**config.mk**
```make
export PLATFORM = sky130hd
export DESIGN_NAME = instr_fetch
export DESIGN_NICKNAME = d
export VERILOG_FILES = /design/src/rtl/instr_fetch_pkg.sv /design/src/rtl/instr_fetch_if_id_reg.sv /design/src/rtl/instr_fetch.sv
export SDC_FILE = /design/constraint.sdc
export NUM_CORES = 1
export LEC_CHECK = 0
export BUFFER_PORTS_ARGS = -buffer_cell sky130_fd_sc_hd__buf_2
export CAP_MARGIN = 0
export CORE_UTILIZATION = 49
export DETAILED_ROUTE_END_ITERATION = 12
export PLACE_DENSITY = 0.95
export SLEW_MARGIN = 0
export SYNTH_ARGS = -nofsm -noshare
export SYNTH_HDL_FRONTEND = slang
export SYNTH_SLANG_ARGS = --single-unit
```
**constraint.sdc**
```tcl
create_clock -name i_clk -period 7 [get_ports i_clk]
set_clock_uncertainty 0.15 [all_clocks]
set_input_delay 1.4 -clock i_clk [delete_from_list [all_inputs] [get_ports i_clk]]
set_output_delay 1.4 -clock i_clk [all_outputs]
set_load 0.02 [all_outputs]
```
**src/rtl/instr_fetch_pkg.sv**
```systemverilog
// Shared fetch/decode/code-memory definitions: bubble encoding, reset PC,
// code-memory geometry and instruction field positions.
package instr_fetch_pkg;

  localparam int          INSTR_W   = 32;
  localparam int          MEM_DEPTH = 256;
  localparam int          IDX_W     = $clog2(MEM_DEPTH);
  localparam logic [31:0] RESET_PC  = 32'd0;
  localparam logic [31:0] NOP_INSTR = 32'h0000_0000;

  localparam int OPCODE_HI = 31;
  localparam int OPCODE_LO = 26;
  localparam int RS_HI     = 25;
  localparam int RS_LO     = 21;
  localparam int RT_HI     = 20;
  localparam int RT_LO     = 16;
  localparam int RD_HI     = 15;
  localparam int RD_LO     = 11;

  function automatic logic [5:0] opcode_of(input logic [INSTR_W-1:0] instr);
    return instr[OPCODE_HI:OPCODE_LO];
  endfunction

endpackage

```
**src/rtl/instr_fetch_if_id_reg.sv**
```systemverilog
// IF/ID pipeline register: flush beats load, otherwise holds; resets to a bubble.
module if_id_reg #(
  parameter int          PC_W      = 32,
  parameter logic [31:0] NOP_INSTR = 32'h0000_0000
) (
  input  logic            i_clk,
  input  logic            i_rst,
  input  logic            i_load,
  input  logic            i_flush,
  input  logic [31:0]     i_instr,
  input  logic [PC_W-1:0] i_pc,
  output logic [31:0]     o_instr,
  output logic [PC_W-1:0] o_pc,
  output logic            o_valid
);
  import instr_fetch_pkg::*;

  logic [INSTR_W-1:0] r_instr;
  logic [PC_W-1:0]    r_pc;
  logic               r_valid;

  always_ff @(posedge i_clk or posedge i_rst) begin
    if (i_rst) begin
      r_instr <= NOP_INSTR;
      r_pc    <= '0;
      r_valid <= 1'b0;
    end else if (i_flush) begin
      r_instr <= NOP_INSTR;
      r_pc    <= '0;
      r_valid <= 1'b0;
    end else if (i_load) begin
      r_instr <= i_instr;
      r_pc    <= i_pc;
      r_valid <= 1'b1;
    end
  end

  assign o_instr = r_instr;
  assign o_pc    = r_pc;
  assign o_valid = r_valid;

endmodule

```
**src/rtl/instr_fetch.sv**
```systemverilog
// Fetch stage: owns the word-indexed PC, drives the code memory combinationally
// and loads the IF/ID register; priority is en, then redirect, then stall.
module instr_fetch #(
  parameter int          PC_W      = 32,
  parameter int          MEM_DEPTH = instr_fetch_pkg::MEM_DEPTH,
  parameter logic [31:0] RESET_PC  = instr_fetch_pkg::RESET_PC,
  parameter logic [31:0] NOP_INSTR = instr_fetch_pkg::NOP_INSTR
) (
  input  logic            i_clk,
  input  logic            i_rst,
  input  logic            i_en,
  input  logic            i_stall,
  input  logic            i_redirect,
  input  logic [PC_W-1:0] i_redirect_pc,
  output logic [PC_W-1:0] o_mem_pc,
  input  logic [31:0]     i_mem_instr,
  output logic [31:0]     o_id_instr,
  output logic [PC_W-1:0] o_id_pc,
  output logic            o_id_valid,
  output logic [31:0]     o_fetch_count
);
  import instr_fetch_pkg::*;

  // MEM_DEPTH is a power of two, so wrapping is a plain mask.
  localparam logic [PC_W-1:0] PC_MASK = PC_W'(MEM_DEPTH - 1);

  logic [PC_W-1:0] r_pc;
  logic [31:0]     r_fetch_count;
  logic            w_flush;
  logic            w_advance;

  assign w_flush   = i_en & i_redirect;
  assign w_advance = i_en & ~i_redirect & ~i_stall;

  always_ff @(posedge i_clk or posedge i_rst) begin
    if (i_rst) begin
      r_pc <= PC_W'(RESET_PC) & PC_MASK;
    end else if (w_flush) begin
      r_pc <= i_redirect_pc & PC_MASK;
    end else if (w_advance) begin
      r_pc <= (r_pc + PC_W'(1)) & PC_MASK;
    end
  end

  always_ff @(posedge i_clk or posedge i_rst) begin
    if (i_rst) begin
      r_fetch_count <= 32'd0;
    end else if (w_advance) begin
      r_fetch_count <= r_fetch_count + 32'd1;
    end
  end

  if_id_reg #(
    .PC_W      (PC_W),
    .NOP_INSTR (NOP_INSTR)
  ) u_if_id (
    .i_clk   (i_clk),
    .i_rst   (i_rst),
    .i_load  (w_advance),
    .i_flush (w_flush),
    .i_instr (i_mem_instr),
    .i_pc    (r_pc),
    .o_instr (o_id_instr),
    .o_pc    (o_id_pc),
    .o_valid (o_id_valid)
  );

  assign o_mem_pc      = r_pc;
  assign o_fetch_count = r_fetch_count;

endmodule

```
==> metrics.log, run 1 <==
[metrics] Worst-Margin Slew: 0.993 ns
[metrics] Critical Path Fanout Max: 13
[metrics] critical path cell sequence: buf_2, nand4b_1, nor4_1, nand4_1, xnor2_1
[metrics] number of flip-flops and latches in the synthesized netlist: 81
[metrics] WL per Instance: 15.2 um
[metrics] WP data arrival: 3.22 ns
[metrics] HPWL Detailed: 6060 um
[metrics] slowest cell delay on critical path: 0.83 ns
[metrics] post-synth cell types: 36
[metrics] Die X: 89.2 um
[metrics] unrepaired setup endpoints after global routing: no
[metrics] VDD IR-drop max: 0.117 mV
[metrics] combinational power share: 20.5%
[metrics] gate count after technology mapping: 328
[metrics] summed instance area of the synthesized netlist: 0.00372 sq mm
[metrics] clock tree root driver cell: clkbuf_8
[metrics] via count of the first global-routing pass: 2611
[metrics] number of buffers and inverters on the critical path: 1
[metrics] share of the yosys chip area belonging to registers: 54.4%
[metrics] starting density of the core: 51.1%
[metrics] maximum count of clock buffers along a single path: 2
[metrics] hold-fix buffer count after cts: 0
[metrics] post-CTS clock slew at the launch and capture registers of the worst setup and hold paths: 0.07 ns
[metrics] pin count of the biggest net entering global routing: 82
[metrics] latest clock arrival within the worst-skew pair: 0.34 ns
[metrics] nature of the critical path endpoint: flip-flop
[metrics] net switching power figure: 0.000354 W
[metrics] slack of the worst reg-to-reg path: 4.58 ns
[metrics] DRC marker count from the first detailed-route iteration: 72
[metrics] CTS tree: done
[metrics] WL met1: 3530 um
[metrics] proportion of total power due to net switching: 32.9%
[metrics] growth of design area from synthesis to finish: 19.3%
[metrics] depth of the worst register-to-register path: 5
[metrics] remaining antenna violation count after routing: 0
[metrics] critical path's slowest cell: nor4_1
[metrics] Slew HR: 33.8%
[metrics] internal portion of total power: 0.000721 W
[metrics] power per cell area: 242 mW/mm^2
[metrics] worst hold path class: flip-flop to flip-flop
[metrics] total of max-cap violations: 0
[metrics] final worst slack: 3.87 ns
[metrics] number of CTS-inserted buffers: 9
[metrics] fill cell instance count of the final layout: 624
[metrics] register share of total power: 51.6%
[metrics] Die Span Y: 89.2 um
[metrics] Synth area leaders: dfrtp_1 54%, buf_4 9.7%, a22o_1 9.4%, xnor2_1 6.6%, nand4_1 2.7%
[metrics] Post-Synthesis Mean Instance Area: 11.4 sq um
[metrics] Hold Vio Cnt, Final: 0
[metrics] clock group share of total power: 27.9%
[metrics] commonest cells after routing, fill and taps aside: 125 x buf_2, 81 x dfrtp_1, 48 x conb_1
[metrics] sum of negative setup slack: 0 ns
[metrics] die outline area: 0.00795 sq mm
[metrics] ratio of cells with drive above 1 in the final layout: 32.5%
[metrics] total leakage power: 2.34 nW
[metrics] R2R Path End: o_fetch_count[24]$_DFFE_PP0P_
[metrics] most frequently used flop master after synthesis: dfrtp_1
[metrics] routed vias/inst: 5.20
[metrics] length of the first detailed-routing pass in iterations: 4
[metrics] pre-CTS WS: 3.58 ns
[metrics] hold path startpoint: o_fetch_count[31]$_DFFE_PP0P_
[metrics] final critical-path required period: 3.13 ns
[metrics] result of the run: finished, final reports clean
[metrics] met2 wire length: 4300 um
[metrics] share of the synthesized area in the top cell type: 54.4%
[metrics] H-tree levels: 3
[metrics] Worst R2R Start: o_fetch_count[0]$_DFFE_PP0P_
[metrics] initial antenna violation count: 0
[metrics] GR Overflow Total: 0
[metrics] Ant. Diodes: 0
[metrics] Setup Viol. Count Final: 0
[metrics] top cell type by total area after synthesis: dfrtp_1
[metrics] cells resized by post-CTS repair: 0
[metrics] routed wl met3: 491 um
[metrics] Hold Path Cell Cnt: 1
[metrics] critical path class: input port to flip-flop
[metrics] top-level I/O count: 198
[metrics] Residual DRC: 0
[metrics] worst path required time: 7.09 ns
[metrics] final weighted congestion in routability-driven placement: 0.829
[metrics] share of the clock period used by the worst path after layout: 44.7%
[metrics] total number of yosys warnings: 0
[metrics] quantity of I/O buffers inserted on ports: 125
[metrics] highest routed layer: met4
[metrics] Post-CTS Setup Inserts: 0
[metrics] family with the most delay on the worst path: simple AND/OR/NAND/NOR gates
[metrics] wire length of the first global-routing pass: 12800 um
[metrics] Hold Path End: o_fetch_count[31]$_DFFE_PP0P_
[metrics] proportion of synthesized flip-flops having asynchronous set or reset: 100%
[metrics] maximum frequency from static timing analysis: 320 MHz
[metrics] nets: 526
[metrics] total number of clock tree sinks: 81
[metrics] most common cell after layout, fill and taps aside: buf_2
[metrics] number of max-slew violations in the final report: 0
[metrics] core region area: 0.00729 sq mm
[metrics] kind of start point of the critical path: input port
[metrics] num rows: 31
[metrics] GR Util All Layers: 21.3%
[metrics] total wirelength of the detailed-routed design: 8460 um
[metrics] EDFF count, synth: 0
[metrics] number of vias in the routed layout: 2899
## synth_stat cells, types with 3 or more instances
cell / count
xnor2_1: 28
a22o_1: 40
and3_1: 4
nor2_1: 13
nand2_1: 16
nand4_1: 16
nor3_1: 4
inv_1: 7
o22ai_1: 6
xor2_1: 4
nand4b_1: 3
clkbuf_1: 10
nand3_1: 15
buf_4: 48
a21oi_1: 6
dfrtp_1: 81
## sequential cells by signal, summed over array words and instances (netlist names)
| name | cells |
|---|---|
| o_mem_pc | 8 |
| o_fetch_count | 32 |
| u_if_id.o_pc | 8 |
| u_if_id.o_valid | 1 |
| u_if_id.o_instr | 32 |
## cell families (layout without fill, tap and decap cells)
family	after synthesis	after routing	synth area share (%)
simple gates	84	84	12.4
flops	81	81	54.4
buf+inv	67	151	11.8
compound gates	60	60	12.7
xor+xnor	32	32	7.53
fa+ha+maj	2	2	0.672
other cells	1	48	0.101
mux	1	1	0.269
## power groups by stage
stage,clock network [W],registers (W),logic [W]
2_1_floorplan,0,0.000607,0.000114
3_3_place_gp,0,0.000561,0.000216
3_5_place_dp,0,0.000562,0.000222
4_1_cts,0.000307,0.000555,0.000222
5_1_grt,0.000328,0.000562,0.000241
6_report,0.000300,0.000555,0.000220
## worst max-delay path by stage
stage | start | depth (start not counted) | end | slack, ns
2_1_floorplan | i_rst | 1 | o_fetch_count[0]$_DFFE_PP0P_ | 3.37
4_1_cts | i_en | 5 | o_fetch_count[24]$_DFFE_PP0P_ | 3.97
5_1_grt | i_en | 5 | o_fetch_count[24]$_DFFE_PP0P_ | 3.80
3_3_place_gp | i_en | 5 | o_fetch_count[17]$_DFFE_PP0P_ | 3.73
6_report | i_en | 5 | o_fetch_count[24]$_DFFE_PP0P_ | 3.87
3_5_place_dp | i_en | 5 | o_fetch_count[24]$_DFFE_PP0P_ | 3.58
## per-layer routing
metal  up-vias  GRT usage [%]
li1       1319              -
met1      1434           27.1
met2       133           35.5
met3        13           4.25
met4         0           8.80
met5         -              0
## stage by stage
stage          power (W)  area, sq um  hold WS, ns  utilization [%]  std cells
6_report         0.00108         4440        0.327             60.9        558
5_1_grt          0.00113         4440        0.359             60.9        558
4_1_cts          0.00108         4440        0.327             60.9        558
3_5_place_dp    0.000784         4270        0.316             58.6        543
3_3_place_gp    0.000777         4270        0.306             58.6        543
2_1_floorplan   0.000722         3900        0.432                -        375
## final cells by class
class | instances | area [sq um] | area share, %
tap | 99 | 124 | 2.79
sequential | 81 | 2030 | 45.6
timing repair buffer | 129 | 656 | 14.8
clock inverter | 5 | 32.5 | 0.732
inverter | 7 | 27.5 | 0.620
clock buffer | 10 | 138 | 3.10
multi-input combinational | 227 | 1440 | 32.4
Note: power is estimated with default switching activity, not from simulation.
==> run 2: changes to the inputs <==
- CORE_UTILIZATION: 49 -> 41
- PLACE_DENSITY: 0.95 -> 0.86
- clock period: 7 -> 2.6 ns (I/O delays scaled with it)
==> metrics.log, run 2 (same netlist as run 1, synthesis figures left out) <==
[metrics] net switching power figure: 0.000951 W
[metrics] routed vias/inst: 5.06
[metrics] Die Span Y: 97.3 um
[metrics] overall power consumption: 0.00294 W
[metrics] cell area after layout: 0.00452 sq mm
[metrics] initial antenna violation count: 0
[metrics] GR Overflow Total: 0
[metrics] highest routed layer: met4
[metrics] Ant. Diodes: 0
[metrics] Critical Path Fanout Max: 8
[metrics] Die X: 97.3 um
[metrics] maximum frequency from static timing analysis: 515 MHz
[metrics] commonest cells after routing, fill and taps aside: 125 x buf_2, 81 x dfrtp_1, 48 x conb_1
[metrics] most common cell after layout, fill and taps aside: buf_2
[metrics] pin count of the biggest net entering global routing: 45
[metrics] result of the run: finished, final reports clean
[metrics] maximum count of clock buffers along a single path: 2
[metrics] latest clock arrival within the worst-skew pair: 0.34 ns
[metrics] die outline area: 0.00947 sq mm
[metrics] routed wl met3: 453 um
[metrics] number of vias in the routed layout: 2897
[metrics] clock tree root driver cell: clkbuf_8
[metrics] internal portion of total power: 0.00199 W
[metrics] HPWL Detailed: 5930 um
[metrics] DP Area: 0.00434 sq mm
[metrics] total of max-cap violations: 0
[metrics] length of the first detailed-routing pass in iterations: 6
[metrics] Hold Vio Cnt, Final: 0
[metrics] Post-CTS Setup Inserts: 0
[metrics] final critical-path required period: 1.94 ns
[metrics] worst hold path class: input port to async pin
[metrics] critical path class: input port to flip-flop
[metrics] share of the clock period used by the worst path after layout: 74.7%
[metrics] starting density of the core: 42.5%
[metrics] total number of clock tree sinks: 81
[metrics] kind of start point of the critical path: input port
[metrics] combinational power share: 20.5%
[metrics] top-level I/O count: 198
[metrics] ratio of cells with drive above 1 in the final layout: 32.9%
[metrics] growth of design area from synthesis to finish: 21.5%
[metrics] met2 wire length: 3970 um
[metrics] VDD IR-drop max: 0.297 mV
[metrics] worst-case hold slack: 0.0325 ns
[metrics] clock group share of total power: 28.6%
[metrics] WP data arrival: 2.02 ns
[metrics] GR Util All Layers: 17.4%
[metrics] H-tree levels: 3
[metrics] quantity of I/O buffers inserted on ports: 125
[metrics] R2R Path End: o_fetch_count[20]$_DFFE_PP0P_
[metrics] depth of the worst register-to-register path: 6
[metrics] remaining antenna violation count after routing: 0
[metrics] WL per Instance: 14.2 um
[metrics] Worst R2R Start: o_fetch_count[0]$_DFFE_PP0P_
[metrics] register share of total power: 50.9%
[metrics] total leakage power: 2.36 nW
[metrics] core region area: 0.00876 sq mm
[metrics] final weighted congestion in routability-driven placement: 0.849
[metrics] worst path required time: 2.68 ns
[metrics] via count of the first global-routing pass: 2818
[metrics] sum of negative setup slack: 0 ns
[metrics] total wirelength of the detailed-routed design: 8120 um
[metrics] number of max-slew violations in the final report: 0
[metrics] cells resized by post-CTS repair: 0
[metrics] number of CTS-inserted buffers: 9
[metrics] unrepaired setup endpoints after global routing: no
[metrics] power per cell area: 649 mW/mm^2
[metrics] nature of the critical path endpoint: flip-flop
[metrics] Residual DRC: 0
[metrics] wire length of the first global-routing pass: 13200 um
[metrics] CTS tree: done
[metrics] slack of the worst reg-to-reg path: 0.70 ns
[metrics] hold-fix buffer count after cts: 0
[metrics] DRC marker count from the first detailed-route iteration: 86
[metrics] Setup Viol. Count Final: 0
[metrics] proportion of total power due to net switching: 32.4%
[metrics] WL met1: 3600 um
[metrics] num rows: 34
[metrics] post-CTS clock slew at the launch and capture registers of the worst setup and hold paths: 0.08 ns
[metrics] nets: 531
-- run 2: cell types whose count changed in the layout (fill, tap and decap cells not counted) --
| cell | change |
|---|---|
| clkinvlp_4 | +3 |
| nor2_4 | +1 |
| clkbuf_8 | +1 |
| clkinv_2 | -4 |
| clkbuf_1 | +2 |
| inv_6 | +1 |
| nor2_2 | -1 |
| buf_12 | +1 |
| clkinv_4 | -2 |
| buf_4 | +4 |
-- run 2: worst max-delay path by stage --
stage                                      start  cells after the start                       endpoint  slack, ns
floorplan                             i_redirect                      6  o_fetch_count[17]$_DFFE_PP0P_       0.47
global placement                         i_stall                      5  o_fetch_count[13]$_DFFE_PP0P_       0.32
detailed placement                       i_stall                      5  o_fetch_count[13]$_DFFE_PP0P_       0.25
CTS                                      i_stall                      5  o_fetch_count[13]$_DFFE_PP0P_       0.63
global route        o_fetch_count[0]$_DFFE_PP0P_                      6  o_fetch_count[16]$_DFFE_PP0P_       0.52
finish                                   i_stall                      5  o_fetch_count[13]$_DFFE_PP0P_       0.66
-- run 2: through the flow --
step / utilization [%] / setup slack [ns] / cells
after floorplan: - / 0.475 / 375
after global placement: 49.5 / 0.321 / 557
after detailed placement: 49.5 / 0.250 / 557
after CTS: 51.6 / 0.628 / 573
after global routing: 51.6 / 0.522 / 573
final: 51.6 / 0.657 / 573
-- run 2: cell type report --
class                           count  area (sq um)
Tap cell                          108           135
Sequential cell                    81          2030
Multi-Input combinational cell    227          1440
Timing Repair Buffer              134           706
Inverter                            7          30.0
Clock inverter                      3          23.8
Clock buffer                       13           159
Fill cell                         820          4240
-- run 2: worst max-delay path, cell delays in order --
cell,delay [ns]
buf_2,0.14
or3b_1,0.50
nor4_4,0.52
nand4_1,0.18
xnor2_1,0.16
-- run 2: power by group through the flow --
stage	Clock [W]	Sequential, W	Combinational, W
6_report	0.000841	0.00150	0.000601
5_1_grt	0.000920	0.00151	0.000650
4_1_cts	0.000874	0.00149	0.000607
2_1_floorplan	0	0.00163	0.000309
3_3_place_gp	0	0.00151	0.000592
3_5_place_dp	0	0.00152	0.000608
-- run 2: routing by layer --
layer	up-vias	track usage (%)
met1	1431	21.7
li1	1333	-
met2	123	28.8
met3	10	5.11
met5	-	0
met4	0	6.00
==> run 3: changes to the inputs <==
- CORE_UTILIZATION: 41 -> 45
- PLACE_DENSITY: 0.86 -> 0.89
- clock period: 2.6 -> 1.8 ns (I/O delays scaled with it)
==> metrics.log, run 3 (same netlist as run 1, synthesis figures left out) <==
[metrics] Hold Vio Cnt, Final: 0
[metrics] most common cell after layout, fill and taps aside: buf_2
[metrics] nets: 549
[metrics] number of max-slew violations in the final report: 0
[metrics] share of the clock period used by the worst path after layout: 94.3%
[metrics] power per cell area: 1030 mW/mm^2
[metrics] ratio of cells with drive above 1 in the final layout: 36.9%
[metrics] routed vias/inst: 5.08
[metrics] Ant. Diodes: 0
[metrics] quantity of I/O buffers inserted on ports: 125
[metrics] top-level I/O count: 198
[metrics] clock tree root driver cell: clkbuf_8
[metrics] Hold Path Cell Cnt: 2
[metrics] sum of negative setup slack: 0 ns
[metrics] DRC marker count from the first detailed-route iteration: 67
[metrics] die outline area: 0.00864 sq mm
[metrics] unrepaired setup endpoints after global routing: yes
[metrics] total leakage power: 2.53 nW
[metrics] Die Span Y: 93.0 um
[metrics] core region area: 0.00785 sq mm
[metrics] length of the first detailed-routing pass in iterations: 4
[metrics] Critical Path Fanout Max: 7
[metrics] cell count after placement: 568
[metrics] worst path required time: 1.87 ns
[metrics] number of vias in the routed layout: 2971
[metrics] VDD IR-drop max: 0.516 mV
[metrics] most frequent cell on the critical path: buf_4
[metrics] Layout Cells excl Fill: 585
[metrics] R2R Path End: o_fetch_count[10]$_DFFE_PP0P_
[metrics] growth of design area from synthesis to finish: 29.2%
[metrics] WL per Instance: 14.2 um
[metrics] GR Overflow Total: 0
[metrics] critical path class: flip-flop to flip-flop
[metrics] HPWL Detailed: 6030 um
[metrics] kind of start point of the critical path: flip-flop
[metrics] nature of the critical path endpoint: flip-flop
[metrics] commonest cells after routing, fill and taps aside: 125 x buf_2, 80 x dfrtp_1, 48 x conb_1
[metrics] number of buffers and inverters on the critical path: 2
[metrics] WP data arrival: 1.77 ns
[metrics] Worst R2R Start: o_fetch_count[1]$_DFFE_PP0P_
[metrics] wire length of the first global-routing pass: 13300 um
[metrics] family with the most delay on the worst path: flip-flops
[metrics] via count of the first global-routing pass: 2819
[metrics] number of CTS-inserted buffers: 9
[metrics] final critical-path required period: 1.70 ns
[metrics] total number of clock tree sinks: 81
[metrics] maximum count of clock buffers along a single path: 2
[metrics] result of the run: finished, final reports clean
[metrics] final weighted congestion in routability-driven placement: 0.775
[metrics] depth of the worst register-to-register path: 7
[metrics] slack of the worst reg-to-reg path: 0.10 ns
[metrics] H-tree levels: 3
[metrics] Residual DRC: 0
[metrics] Setup Viol. Count Final: 0
[metrics] GR Util All Layers: 19.6%
[metrics] hold path startpoint: i_mem_instr[16]
[metrics] initial antenna violation count: 0
[metrics] post-CTS clock slew at the launch and capture registers of the worst setup and hold paths: 0.08 ns
[metrics] critical path's slowest cell: dfrtp_1
[metrics] total of max-cap violations: 0
[metrics] remaining antenna violation count after routing: 0
[metrics] CTS tree: done
[metrics] total wirelength of the detailed-routed design: 8320 um
[metrics] starting density of the core: 47.4%
[metrics] Final Core Density: 61.3%
[metrics] latest clock arrival within the worst-skew pair: 0.34 ns
[metrics] critical path cell sequence: ha_4, nand4b_1, buf_4, nor3_2, buf_4, nand4_1, xnor2_1
[metrics] Hold Path End: u_if_id.o_instr[16]$_DFFE_PP0P_
[metrics] num rows: 32
[metrics] slowest cell delay on critical path: 0.39 ns
[metrics] Die X: 93.0 um
[metrics] worst hold path class: input port to flip-flop
[metrics] pin count of the biggest net entering global routing: 82
[metrics] maximum frequency from static timing analysis: 589 MHz
## run 3: cell types whose count changed in the layout (fill, tap and decap cells not counted), sizes merged
cell	change
clkbuf	-3
bufinv	+4
buf	+17
clkinvlp	-2
dlygate4sd3	+1
clkinv	+1
## run 3: repair_timing
| item | 4_1_cts | 5_1_grt |
|---|---|---|
| setup endpoints to repair | 0 | 3 |
| hold endpoints to repair | 76 | 0 |
| hold buffers | 1 | 0 |
| buffers inserted | 0 | 0 |
| resized for setup | 0 | 3 |
## run 3: where the power goes
part	total, W	leakage [nW]	switching (W)	internal [W]
Combinational	0.00104	1.32	0.000634	0.000408
Sequential	0.00213	1.07	0.000152	0.00198
Clock	0.00176	0.137	0.000649	0.00111
## run 3: how the worst max path moves through the flow
stage | to | startpoint | slack [ns] | cells past startpoint
detailed placement | o_fetch_count[23]$_DFFE_PP0P_ | i_stall | -0.10 | 5
CTS | o_fetch_count[20]$_DFFE_PP0P_ | o_fetch_count[0]$_DFFE_PP0P_ | 0.08 | 7
floorplan | o_fetch_count[17]$_DFFE_PP0P_ | i_redirect | -0.03 | 6
finish | o_fetch_count[10]$_DFFE_PP0P_ | o_fetch_count[1]$_DFFE_PP0P_ | 0.10 | 7
global route | o_fetch_count[10]$_DFFE_PP0P_ | o_fetch_count[1]$_DFFE_PP0P_ | -0.02 | 7
global placement | o_fetch_count[31]$_DFFE_PP0P_ | i_stall | -0.07 | 5
## run 3: layout make-up
class / instances / area [sq um]
well taps: 102 / 128
clock buffers: 10 / 138
flip-flops and latches: 81 / 2030
multi-input cells: 227 / 1480
inverters: 7 / 30.0
clock inverters: 6 / 138
repair buffers: 152 / 868
fillers: 662 / 3040
## run 3: metal layers
layer	vias up	track usage [%]	part of all wire [%]
li1	1368	-	-
met3	10	4.43	6.3
met4	0	8.46	1.1
met1	1451	24.9	42
met5	-	0	0
met2	142	32.1	51
## run 3: per-stage QoR
stage	worst slack, ns	hold slack, ns	cell area [sq um]	power [W]
finish	0.102	0.0946	4810	0.00493
global route	-0.0227	0.0706	4810	0.00517
CTS	0.0761	0.0690	4790	0.00495
detailed placement	-0.103	0.327	4510	0.00317
global placement	-0.0661	0.322	4510	0.00313
floorplan	-0.0278	0.350	3940	0.00281
